--- config.mk ---
export PLATFORM = sky130hd
export DESIGN_NAME = alu_uart_sequencer
export DESIGN_NICKNAME = d
export VERILOG_FILES = /design/src/rtl/alu_uart_sequencer_pkg.sv /design/src/rtl/alu_uart_sequencer_frame_timeout_counter.sv /design/src/rtl/alu_uart_sequencer.sv
export SDC_FILE = /design/constraint.sdc
export NUM_CORES = 1
export LEC_CHECK = 0
export BUFFER_PORTS_ARGS = -buffer_cell sky130_fd_sc_hd__buf_2
export CAP_MARGIN = 20
export CELL_PAD_IN_SITES_DETAIL_PLACEMENT = 1
export CELL_PAD_IN_SITES_GLOBAL_PLACEMENT = 2
export CORE_MARGIN = 2
export CORE_UTILIZATION = 39
export DETAILED_ROUTE_END_ITERATION = 12
export MAX_ROUTING_LAYER = met4
export PLACE_DENSITY = 0.88
export SLEW_MARGIN = 0
export SYNTH_ARGS = -nofsm -noshare
export SYNTH_HDL_FRONTEND = slang
export SYNTH_HIERARCHICAL = 1
export SYNTH_SLANG_ARGS = --single-unit
--- constraint.sdc ---
create_clock -name i_clock -period 3.51 [get_ports i_clock]
set_clock_uncertainty 0.15 [all_clocks]
set_input_delay 0.1755 -clock i_clock [delete_from_list [all_inputs] [get_ports i_clock]]
set_output_delay 0.1755 -clock i_clock [all_outputs]
set_load 0.005 [all_outputs]
--- src/rtl/alu_uart_sequencer_pkg.sv ---
// Shared constants for the UART-fed ALU frame sequencer: state codes,
// default timeout and the alu opcodes that frames carry.
package alu_uart_sequencer_pkg;
  localparam int ST_W = 3;

  localparam logic [ST_W-1:0] ST_WAIT_A   = 3'b000;
  localparam logic [ST_W-1:0] ST_WAIT_B   = 3'b001;
  localparam logic [ST_W-1:0] ST_WAIT_OP  = 3'b010;
  localparam logic [ST_W-1:0] ST_EXEC     = 3'b011;
  localparam logic [ST_W-1:0] ST_TX_START = 3'b100;
  localparam logic [ST_W-1:0] ST_WAIT_TX  = 3'b101;

  localparam int DEF_TIMEOUT_CYCLES = 10_000_000;

  localparam logic [5:0] OP_ADD = 6'b100000;
  localparam logic [5:0] OP_SUB = 6'b100010;
  localparam logic [5:0] OP_AND = 6'b100100;
  localparam logic [5:0] OP_OR  = 6'b100101;
endpackage

--- src/rtl/alu_uart_sequencer_frame_timeout_counter.sv ---
// Inter-byte idle counter; expire is high during the last allowed idle cycle.
module alu_uart_sequencer_frame_timeout_counter #(
  parameter int NB_TIMEOUT     = 24,
  parameter int TIMEOUT_CYCLES = 10_000_000
) (
  input  logic clock,
  input  logic reset_n,
  input  logic enable,
  input  logic clear,
  output logic expire
);
  localparam logic [NB_TIMEOUT-1:0] LAST = NB_TIMEOUT'(TIMEOUT_CYCLES - 1);

  logic [NB_TIMEOUT-1:0] count;

  always_ff @(posedge clock or negedge reset_n) begin
    if (!reset_n)    count <= '0;
    else if (clear)  count <= '0;
    else if (enable) count <= count + 1'b1;
  end

  assign expire = enable && (count == LAST);
endmodule

--- src/rtl/alu_uart_sequencer.sv ---
// Collects operand A, operand B and opcode from the UART receiver, runs the
// external alu for one cycle and hands the result to the UART transmitter.
module alu_uart_sequencer
  import alu_uart_sequencer_pkg::*;
#(
  parameter int NB_DATA_BUS    = 8,
  parameter int NB_OPCODE      = 6,
  parameter int NB_DBG_LED     = 3,
  parameter int NB_TIMEOUT     = 24,
  parameter int TIMEOUT_CYCLES = DEF_TIMEOUT_CYCLES
) (
  input  logic                   i_clock,
  input  logic                   i_reset_n,
  input  logic [NB_DATA_BUS-1:0] i_rx_data,
  input  logic                   i_rx_done,
  input  logic [NB_DATA_BUS-1:0] i_alu_result,
  input  logic                   i_tx_done,
  output logic [NB_DATA_BUS-1:0] o_first_operator,
  output logic [NB_DATA_BUS-1:0] o_second_operator,
  output logic [NB_OPCODE-1:0]   o_opcode,
  output logic [NB_DATA_BUS-1:0] o_tx_data,
  output logic                   o_tx_start,
  output logic                   o_busy,
  output logic                   o_rx_drop,
  output logic [NB_DBG_LED-1:0]  o_led_dbg
);
  logic [ST_W-1:0] state, next_state;
  logic accept, drop, tmo_en, tmo_clr, tmo_expire;

  alu_uart_sequencer_frame_timeout_counter #(
    .NB_TIMEOUT     (NB_TIMEOUT),
    .TIMEOUT_CYCLES (TIMEOUT_CYCLES)
  ) u_timeout (
    .clock   (i_clock),
    .reset_n (i_reset_n),
    .enable  (tmo_en),
    .clear   (tmo_clr),
    .expire  (tmo_expire)
  );

  always_ff @(posedge i_clock or negedge i_reset_n) begin
    if (!i_reset_n) state <= ST_WAIT_A;
    else            state <= next_state;
  end

  // A byte on the expiry cycle wins over the timeout.
  always_comb begin
    next_state = state;
    case (state)
      ST_WAIT_A:   if (i_rx_done) next_state = ST_WAIT_B;
      ST_WAIT_B:   if (i_rx_done) next_state = ST_WAIT_OP;
                   else if (tmo_expire) next_state = ST_WAIT_A;
      ST_WAIT_OP:  if (i_rx_done) next_state = ST_EXEC;
                   else if (tmo_expire) next_state = ST_WAIT_A;
      ST_EXEC:     next_state = ST_TX_START;
      ST_TX_START: next_state = ST_WAIT_TX;
      ST_WAIT_TX:  if (i_tx_done) next_state = ST_WAIT_A;
      default:     next_state = ST_WAIT_A;
    endcase
  end

  always_comb begin
    o_busy  = (state == ST_EXEC) || (state == ST_TX_START) || (state == ST_WAIT_TX);
    accept  = i_rx_done && !o_busy;
    drop    = i_rx_done && o_busy;
    tmo_en  = (state == ST_WAIT_B) || (state == ST_WAIT_OP);
    tmo_clr = accept || (state == ST_WAIT_A);
    o_led_dbg = NB_DBG_LED'(state);
  end

  always_ff @(posedge i_clock or negedge i_reset_n) begin
    if (!i_reset_n) begin
      o_first_operator  <= '0;
      o_second_operator <= '0;
      o_opcode          <= '0;
      o_tx_data         <= '0;
      o_tx_start        <= 1'b0;
      o_rx_drop         <= 1'b0;
    end else begin
      if (accept) begin
        case (state)
          ST_WAIT_A:  o_first_operator  <= i_rx_data;
          ST_WAIT_B:  o_second_operator <= i_rx_data;
          ST_WAIT_OP: o_opcode          <= i_rx_data[NB_OPCODE-1:0];
          default: ;
        endcase
      end
      if (state == ST_EXEC) o_tx_data <= i_alu_result;
      // Flopped from next_state so the request lines up with TX_START.
      o_tx_start <= (next_state == ST_TX_START);
      if (drop) o_rx_drop <= 1'b1;
    end
  end
endmodule

==> qor.yml, run 1 <==
run_status: "complete, no violations"
drive_gt1_frac: 0.385
slowest_stage: "sky130_fd_sc_hd__dfrtp_1"
seq_area_frac_synth: 0.537
grt_overflow: 0
netSwitchingFraction: 0.319
critical_path.top_delay_family: "simple AND/OR/NAND/NOR gates"
post_layout_total_power_w: 0.00267
leakagePower_nw: 1.58
clock_tree.buffer_depth: 2
hpwl_um: 4270
yosys_warnings: 6
clock_tree.root_cell: "sky130_fd_sc_hd__clkbuf_8"
worstPathArrival_ps: 2860
min_delay_path_depth: 2
cts.sink_count: 59
edff_count_synth: 0
gp_congestion: 0.768
layout_worst_path_cycle_share: 0.783
n_antenna_cell: 0
setup_viol: 0
holdCritPathClass: "in2reg"
core.rowCount: 30
die-area_mm2: 0.00774
worst_setup_path_start_kind: "flip-flop"
chipWidth_um: 88.0
grt_usage: 0.192
p_switching_w: 0.000850
timing.fmax_mhz: 364
yosys.cell_types.count: 44
first_global_vias: 2155
tightestPinTransition_ps: 627
synthTopCellsByArea: "sky130_fd_sc_hd__dfrtp_1 (54%), sky130_fd_sc_hd__mux2_2 (12%), sky130_fd_sc_hd__xor2_1 (2.9%), sky130_fd_sc_hd__nor2_1 (2.3%), sky130_fd_sc_hd__buf_6 (2.0%)"
postRouteWirelength_um: 6580
routedWlPerCell_um: 16.5
critical_path_depth: 8
pwr-share-seq: 0.393
grt_setup_unrepaired: "false"
timing.critical_path.required_ps: 3620
worstPathBufferInverterCount: 1
grt_max_degree: 34
drt_iter0_markers: 72
postCtsResizedCells: 0
max_cap_violations: 0
cp_max_fo: 15
clk_pin_slew_worst_paths_ps: 70
tritoncts: "done"
synth.avg_cell_area_um2: 12.4
cts-htree-levels: 3
worst-r2r-cell-count: 8
setup.worst_path.class: "reg2reg"
worstSkewPairLatency_ps: 340
share_of_the_synthesized_area_in_the_top_cell_type: 0.537
max-slew-margin-rel: 0.582
grt_first_pass_wirelength_um: 10700
instance_count_of_the_mapped_netlist: 222
drt-vias-per-instance: 5.10
placement.io_buffers: 55
start_util: 0.405
final.hold.worst_slack_ps: 37.8
top_level_ports: 56
synthFlopType: "sky130_fd_sc_hd__dfrtp_1"
setup_fix_buffers_added_after_clock_tree_synthesis: 0
drc: 0
cp-end-kind: "flip-flop"
synth.cell_area_mm2: 0.00275
via_count: 2039
ctsHoldBuffers: 18
post_layout_nets: 320
setup_tns_ps: 0
clock_power_share: 0.279
power_frac_comb: 0.328
critical-path-max-stage-delay_ps: 570
drt.antenna.violating_nets: 0
dr.pass1.iters: 4
synth_largest_area_cell: "sky130_fd_sc_hd__dfrtp_1"
floorplan.core_area_mm2: 0.00679
synthArstFlopShare: 1.00
finalHoldViolations: 0
timing.final.max_slew_violations: 0
postSynthNetCount: 243
area.growth.synth_to_final_pct: 27.7
die_h_um: 88.0
tritoncts.num_buffers: 9
p_per_area_mw_per_mm2: 760
path_cells: "nand2b_1, nand2_1, a221oi_2, buf_4, o211a_1, nand4_4, or4_1, a21oi_1"
internal_power_w: 0.00182
antenna_violations_before_repair: 0
period_needed_ps: 2750
ys_seq_elements: 59
peakVddDrop_uv: 229
==> sequential cells by signal, summed over array words and instances (netlist names) <==
name               cells
u_timeout/count       24
o_tx_data              8
o_first_operator       8
o_opcode               6
o_led_dbg              3
o_rx_drop              1
o_second_operator      8
o_tx_start             1
==> final timing paths <==
kind	slack, ps	start	to
max in group asynchronous	2110	i_reset_n	o_opcode[1]
hold / removal	40	i_rx_done	o_rx_drop
min in group asynchronous	240	i_reset_n	u_timeout/count[9]
hold reg to reg	330	o_rx_drop	o_rx_drop
setup reg to reg	760	o_led_dbg[0]	u_timeout/count[19]
setup / recovery	760	o_led_dbg[0]	u_timeout/count[19]
==> layout make-up <==
cell class / count / area [µm²]
fillers: 740 / 3280
flip-flops and latches: 59 / 1480
multi-input cells: 148 / 1180
repair buffers: 76 / 478
clock buffers: 9 / 124
well taps: 96 / 120
clock inverters: 7 / 116
inverters: 5 / 18.8
==> through the flow <==
stage	cell area (µm²)	util	instances	worst slack (ps)
floorplan	2750	-	222	1070
global placement	3090	0.455	366	894
detailed placement	3090	0.455	366	819
CTS	3510	0.517	400	765
global route	3510	0.517	400	517
finish	3510	0.517	400	761
==> cells in the final DEF (no fill, tap or decap), drive strengths merged, types with 2 or more instances in the layout <==
cell type,instances
a21oi,11
and3,4
and4,4
buf,58
bufinv,3
clkbuf,9
clkinv,3
dfrtp,59
dlygate4sd3,18
inv,5
mux2,31
nand2,11
nand2b,2
nand3,7
nand4,8
nor2,17
nor2b,2
nor3,2
nor3b,2
o21ai,4
o31ai,6
or3,3
or4,7
xnor2,5
xor2,9
==> synth_stat cells, types with 2 or more instances <==
library cell	instances
sky130_fd_sc_hd__and4_1	3
sky130_fd_sc_hd__buf_6	5
sky130_fd_sc_hd__mux2_2	30
sky130_fd_sc_hd__or4_1	7
sky130_fd_sc_hd__a21oi_1	11
sky130_fd_sc_hd__nand4_4	2
sky130_fd_sc_hd__or3_1	3
sky130_fd_sc_hd__o21ai_0	4
sky130_fd_sc_hd__nand2_1	11
sky130_fd_sc_hd__nand4_1	6
sky130_fd_sc_hd__xor2_1	9
sky130_fd_sc_hd__o31ai_1	6
sky130_fd_sc_hd__nor2_1	17
sky130_fd_sc_hd__xnor2_1	5
sky130_fd_sc_hd__buf_2	3
sky130_fd_sc_hd__and3_1	3
sky130_fd_sc_hd__nand3_1	6
sky130_fd_sc_hd__nor3_4	2
sky130_fd_sc_hd__nor2b_1	2
sky130_fd_sc_hd__inv_1	5
sky130_fd_sc_hd__dfrtp_1	59
==> cells by family (layout without fill, tap and decap cells) <==
kind of cell             Yosys count  after routing  synth area share
flip-flops                        59             59             0.537
adder cells (fa/ha/maj)            1              1           0.00455
AO/OA/AOI/OAI                     28             28            0.0678
buffers and inverters             15             97            0.0369
XOR/XNOR                          14             14            0.0446
multiplexers                      32             32             0.131
AND/OR/NAND/NOR                   73             73             0.178
==> worst reg2reg max path, cell delays in order, from the launching register on <==
cell,delay (ps)
sky130_fd_sc_hd__dfrtp_1,570
sky130_fd_sc_hd__nand2b_1,190
sky130_fd_sc_hd__nand2_1,80
sky130_fd_sc_hd__a221oi_2,220
sky130_fd_sc_hd__buf_4,240
sky130_fd_sc_hd__o211a_1,280
sky130_fd_sc_hd__nand4_4,220
sky130_fd_sc_hd__or4_1,570
sky130_fd_sc_hd__a21oi_1,160
==> metal layers <==
metal / GRT usage / up-vias / part of all wire
met4: 0.0965 / 0 / 0.021
met5: - / - / 0
met2: 0.312 / 45 / 0.50
met1: 0.224 / 1030 / 0.44
met3: 0.0396 / 11 / 0.038
li1: - / 953 / -
==> power groups by stage <==
stage | clock, W | combinational [W] | sequential [W]
finish | 0.000745 | 0.000874 | 0.00105
global route | 0.000795 | 0.000966 | 0.00108
CTS | 0.000766 | 0.000880 | 0.00105
detailed placement | 0 | 0.000860 | 0.00106
global placement | 0 | 0.000833 | 0.00104
floorplan | 0 | 0.000562 | 0.00102
(Power assumes the default switching activity.)
==> run 2: changes to the inputs <==
- CORE_UTILIZATION: 39 -> 32
- PLACE_DENSITY: 0.88 -> 0.77
- clock period: 3.51 -> 2.2 ns (I/O delays scaled with it)
==> qor.yml, run 2 (synthesis results as in run 1) <==
run_status: "finished with violations"
failed_checks: "negative setup slack"
min_delay_path_depth: 3
timing.final.max_slew_violations: 0
post_layout_nets: 349
internal_power_w: 0.00299
timing.critical_path.required_ps: 2310
grt_overflow: 0
finalHoldViolations: 0
clock_power_share: 0.230
tritoncts.num_buffers: 9
worst-r2r-cell-count: 9
gp_congestion: 0.714
grt_max_degree: 36
setup.worst_path.class: "reg2reg"
stdcell_count: 436
finish.utilization: 0.459
leakagePower_nw: 1.73
first_global_vias: 2299
hpwl_um: 4580
holdCritPathClass: "in2reg"
drt-vias-per-instance: 4.90
max-slew-margin-rel: 0.616
cts-htree-levels: 3
critical_path.reg2reg.endpoint: "u_timeout/count[20]"
peakVddDrop_uv: 631
timing.fmax_mhz: 451
start_util: 0.333
cp_max_fo: 6
antenna_violations_before_repair: 0
final_critical_path_setup_slack_ps: -16.4
hold-path-endpoint: "o_led_dbg[0]"
dr.pass1.iters: 6
n_antenna_cell: 0
setup_viol: 4
clock_tree.buffer_depth: 2
grt_first_pass_wirelength_um: 11400
drive_gt1_frac: 0.468
clock_tree.root_cell: "sky130_fd_sc_hd__clkbuf_8"
top_level_ports: 56
cp-end-kind: "flip-flop"
placement.io_buffers: 55
dp_cells: 395
worst_hold_startpoint: "i_rx_done"
chipWidth_um: 96.7
routedWlPerCell_um: 15.5
regToRegStartpoint: "o_led_dbg[0]"
die_h_um: 96.7
worstPathArrival_ps: 2330
most_frequent_standard_cell_in_the_layout_excluding_fill_and_tap_cells: "sky130_fd_sc_hd__dfrtp_1"
p_per_area_mw_per_mm2: 1160
most_frequent_cells_in_the_layout: "sky130_fd_sc_hd__dfrtp_1 (57), sky130_fd_sc_hd__buf_2 (55), sky130_fd_sc_hd__mux2_2 (30)"
pwr-share-seq: 0.371
grt_usage: 0.155
postRouteWirelength_um: 6740
worst_setup_path_start_kind: "flip-flop"
p_switching_w: 0.00140
clk_pin_slew_worst_paths_ps: 60
largest_register_ff_count: 24
area.growth.synth_to_final_pct: 37.9
max_cap_violations: 0
power_frac_comb: 0.399
tightestPinTransition_ps: 576
worstSkewPairLatency_ps: 330
die-area_mm2: 0.00935
core.rowCount: 33
cts.sink_count: 59
setup_tns_ps: -44.3
drt_iter0_markers: 78
rrSetupSlack_ps: -20
drt.antenna.violating_nets: 0
floorplan.core_area_mm2: 0.00826
regMostFlops: "u_timeout/count"
netSwitchingFraction: 0.319
via_count: 2136
drc: 0
tritoncts: "done"
period_needed_ps: 2220
layout_worst_path_cycle_share: 1.01
grt_setup_unrepaired: "true"
[run 2: cell count changes in the layout (fill, tap and decap cells not counted), sizes merged]
| cell | change |
|---|---|
| bufinv | -2 |
| clkinv | -2 |
| buf | +29 |
| clkinvlp | -1 |
| clkbuf | +3 |
[run 2: area by class of cell]
class                   instances  area, µm²
repair buffers                105        724
well taps                     105        131
clock inverters                 2       35.0
clock buffers                  12        165
fillers                       892       4470
flip-flops and latches         59       1480
multi-input cells             148       1240
inverters                       5       18.8
[run 2: timing repair]
action | 4_1_cts | 5_1_grt
hold buffers | 18 | 0
pin swaps | 6 | 5
setup endpoints to repair | 10 | 13
buffers inserted | 4 | 5
hold endpoints to repair | 56 | 0
gates resized for setup | 5 | 5
[run 2: metal layers]
| metal | up-vias | GRT usage | wire [µm] |
|---|---|---|---|
| met5 | - | - | 0 |
| met4 | 0 | 0.0423 | 63 |
| met3 | 8 | 0.0405 | 294 |
| met2 | 55 | 0.252 | 3400 |
| met1 | 1065 | 0.193 | 2980 |
| li1 | 1008 | - | - |
[run 2: worst max path at each step]
stage | to | slack (ps) | depth (start not counted) | start
2_1_floorplan | u_timeout/count[16] | -70 | 9 | o_led_dbg[0]
4_1_cts | u_timeout/count[18] | -0.07 | 9 | o_led_dbg[0]
3_5_place_dp | u_timeout/count[22] | -80 | 9 | o_led_dbg[2]
5_1_grt | u_timeout/count[22] | -110 | 9 | o_led_dbg[0]
6_report | u_timeout/count[20] | -20 | 9 | o_led_dbg[0]
3_3_place_gp | u_timeout/count[16] | 20 | 8 | o_led_dbg[0]
[run 2: power by group through the flow]
| stage | Clock, W | Sequential [W] | Combinational (W) |
|---|---|---|---|
| 2_1_floorplan | 0 | 0.00163 | 0.000938 |
| 3_3_place_gp | 0 | 0.00161 | 0.00156 |
| 3_5_place_dp | 0 | 0.00164 | 0.00160 |
| 4_1_cts | 0.00105 | 0.00163 | 0.00170 |
| 5_1_grt | 0.00109 | 0.00168 | 0.00192 |
| 6_report | 0.00101 | 0.00163 | 0.00175 |
[run 2: per-stage QoR]
stage / total power (W) / hold slack, ps / cell area (µm²) / worst slack (ps)
6_report: 0.00439 / 36.3 / 3790 / -16.4
5_1_grt: 0.00470 / 52.6 / 3790 / -109
4_1_cts: 0.00437 / 50.1 / 3730 / -0.0664
3_5_place_dp: 0.00324 / -10.9 / 3300 / -81.7
3_3_place_gp: 0.00317 / -10.1 / 3300 / 22.9
2_1_floorplan: 0.00257 / -336 / 2780 / -74.0
[run 2: worst max-delay path, cell delays in order (launching register included)]
cell and delay, ps:
sky130_fd_sc_hd__dfrtp_2 440, sky130_fd_sc_hd__nand2b_4 90, sky130_fd_sc_hd__nand2_4 50, sky130_fd_sc_hd__a221oi_4 260, sky130_fd_sc_hd__buf_4 170, sky130_fd_sc_hd__o2111a_2 240, sky130_fd_sc_hd__buf_12 110, sky130_fd_sc_hd__nand3_4 80
sky130_fd_sc_hd__or4_1 430, sky130_fd_sc_hd__a21oi_2 120
==> run 3: changes to the inputs <==
- clock period: 2.2 -> 1.93 ns (I/O delays scaled with it)
==> qor.yml, run 3 (synthesis results as in run 1) <==
gp_congestion: 0.766
p_per_area_mw_per_mm2: 1260
p_switching_w: 0.00170
grt_usage: 0.165
max-slew-margin-rel: 0.771
chipWidth_um: 96.7
n_antenna_cell: 0
rrSetupSlack_ps: -320
antenna_violations_before_repair: 0
worstPathBufferInverterCount: 0
worstSkewPairLatency_ps: 330
regToRegStartpoint: "o_led_dbg[0]"
hold-path-endpoint: "o_rx_drop"
tightestPinTransition_ps: 338
worstPathArrival_ps: 2320
most_frequent_cells_in_the_layout: "sky130_fd_sc_hd__dfrtp_1 (57), sky130_fd_sc_hd__buf_2 (55), sky130_fd_sc_hd__buf_4 (34)"
core.rowCount: 33
post_layout_nets: 362
routedWlPerCell_um: 16.1
drt_iter0_markers: 82
clock_tree.root_cell: "sky130_fd_sc_hd__clkbuf_8"
layout_worst_path_cycle_share: 1.17
timing.final.max_slew_violations: 0
postRouteWirelength_um: 7260
setup_viol: 16
peakVddDrop_uv: 533
min_delay_path_depth: 3
critical_path.reg2reg.endpoint: "u_timeout/count[16]"
finalHoldViolations: 0
run_status: "finished with violations"
layout.filler_cells: 906
cp-end-kind: "flip-flop"
drt.antenna.violating_nets: 0
most_frequent_standard_cell_in_the_layout_excluding_fill_and_tap_cells: "sky130_fd_sc_hd__dfrtp_1"
power_frac_comb: 0.440
clk_pin_slew_worst_paths_ps: 60
clock_power_share: 0.190
die-area_mm2: 0.00935
cts.sink_count: 59
worst-r2r-cell-count: 7
internal_power_w: 0.00334
leakagePower_nw: 1.82
timing.fmax_mhz: 444
die_h_um: 96.7
path_cells: "nand2b_4, nand2_4, a221oi_4, o2111a_2, and4_4, and3_4, mux2_4"
floorplan.core_area_mm2: 0.00826
worst_hold_startpoint: "i_rx_done"
tritoncts.num_buffers: 9
max_cap_violations: 0
critical_path.top_delay_family: "compound AO/OA/AOI/OAI gates"
cp_max_fo: 4
worst_setup_path_start_kind: "flip-flop"
top_level_ports: 56
drt-vias-per-instance: 4.90
pwr-share-seq: 0.369
tritoncts: "done"
dr.pass1.iters: 4
cts-htree-levels: 3
detailedPlace.worstSlack_ps: -374
regMostFlops: "u_timeout/count"
critical-path-max-stage-delay_ps: 460
period_needed_ps: 2250
grt_setup_unrepaired: "true"
hpwl_um: 4800
placement.io_buffers: 55
area.growth.synth_to_final_pct: 46.0
first_global_vias: 2390
timing.critical_path.required_ps: 2000
via_count: 2207
setup.worst_path.class: "reg2reg"
finish.utilization: 0.486
slowest_stage: "sky130_fd_sc_hd__dfrtp_2"
holdCritPathClass: "in2reg"
grt_first_pass_wirelength_um: 12300
grt_max_degree: 60
largest_register_ff_count: 24
grt_overflow: 0
start_util: 0.333
netSwitchingFraction: 0.337
final_critical_path_setup_slack_ps: -324
failed_checks: "negative setup slack"
clock_tree.buffer_depth: 2
drc: 0
drive_gt1_frac: 0.548
run 3: cell types whose count changed in the layout (fill, tap and decap cells not counted), moves of 2 or more:
cell                       delta
sky130_fd_sc_hd__a21oi_1      -8
sky130_fd_sc_hd__a21oi_2      +8
sky130_fd_sc_hd__buf_6        +8
sky130_fd_sc_hd__buf_4        +5
sky130_fd_sc_hd__or4_1        -5
sky130_fd_sc_hd__or4_4        +5
sky130_fd_sc_hd__or3_1        -3
sky130_fd_sc_hd__or3_4        +3
sky130_fd_sc_hd__clkbuf_1     +2
sky130_fd_sc_hd__clkbuf_8     -2
sky130_fd_sc_hd__clkinv_2     +2
sky130_fd_sc_hd__nor2_4       +2
run 3: how the worst max path moves through the flow:
stage	slack, ps	end	cells after the start	start
finish	-320	u_timeout/count[16]	7	o_led_dbg[0]
global route	-380	u_timeout/count[16]	7	o_led_dbg[0]
CTS	-220	u_timeout/count[17]	8	o_led_dbg[0]
detailed placement	-370	u_timeout/count[15]	8	o_led_dbg[0]
global placement	-230	u_timeout/count[19]	7	o_led_dbg[0]
floorplan	-340	u_timeout/count[16]	9	o_led_dbg[0]
run 3: final cells by class:
class	instances	area, µm²	area share
timing repair buffer	118	852	0.212
inverter	5	18.8	0.00468
tap	105	131	0.0327
clock inverter	3	15.0	0.00374
multi-input combinational	148	1370	0.342
sequential	59	1480	0.368
clock buffer	12	145	0.0362
run 3: metal layers:
layer / share of wire / track usage / up-vias
li1: - / - / 1038
met2: 0.48 / 0.259 / 57
met3: 0.041 / 0.0340 / 8
met4: 0.010 / 0.0488 / 0
met1: 0.47 / 0.218 / 1104
met5: 0 / - / -
run 3: worst reg2reg max path: cells and delay by family, from the launching register on:
kind / cells / cell delay [ps]
DFF: 1 / 460
and+or+nand+nor: 4 / 590
muxes: 1 / 300
AOI/OAI and AO/OA: 2 / 640
run 3: metrics by stage:
stage                     power, W  std cells  TNS, ps  hold WS, ps  instance area [µm²]
after floorplan            0.00293        222    -2940         -349                 2780
after global placement     0.00363        404    -2100        -19.9                 3360
after detailed placement   0.00372        404    -3900        -20.5                 3360
after CTS                  0.00502        445    -2180         16.8                 3900
after global routing       0.00540        450    -5100         53.9                 4010
final                      0.00505        450    -3090         50.8                 4010
run 3: timing repair:
item,CTS,global route
endpoints found under the hold margin,91,0
buffers inserted,10,8
hold buffers,18,0
pin swaps,20,17
resized for setup,28,21
cloned,0,0
endpoints found under the setup margin,22,21
run 3: power groups by stage:
stage                     combinational (W)  sequential, W  clock, W
after floorplan                     0.00107        0.00186         0
after global placement              0.00179        0.00184         0
after detailed placement            0.00185        0.00186         0
after CTS                           0.00215        0.00187   0.00100
after global routing                0.00241        0.00192   0.00107
final                               0.00222        0.00186  0.000961
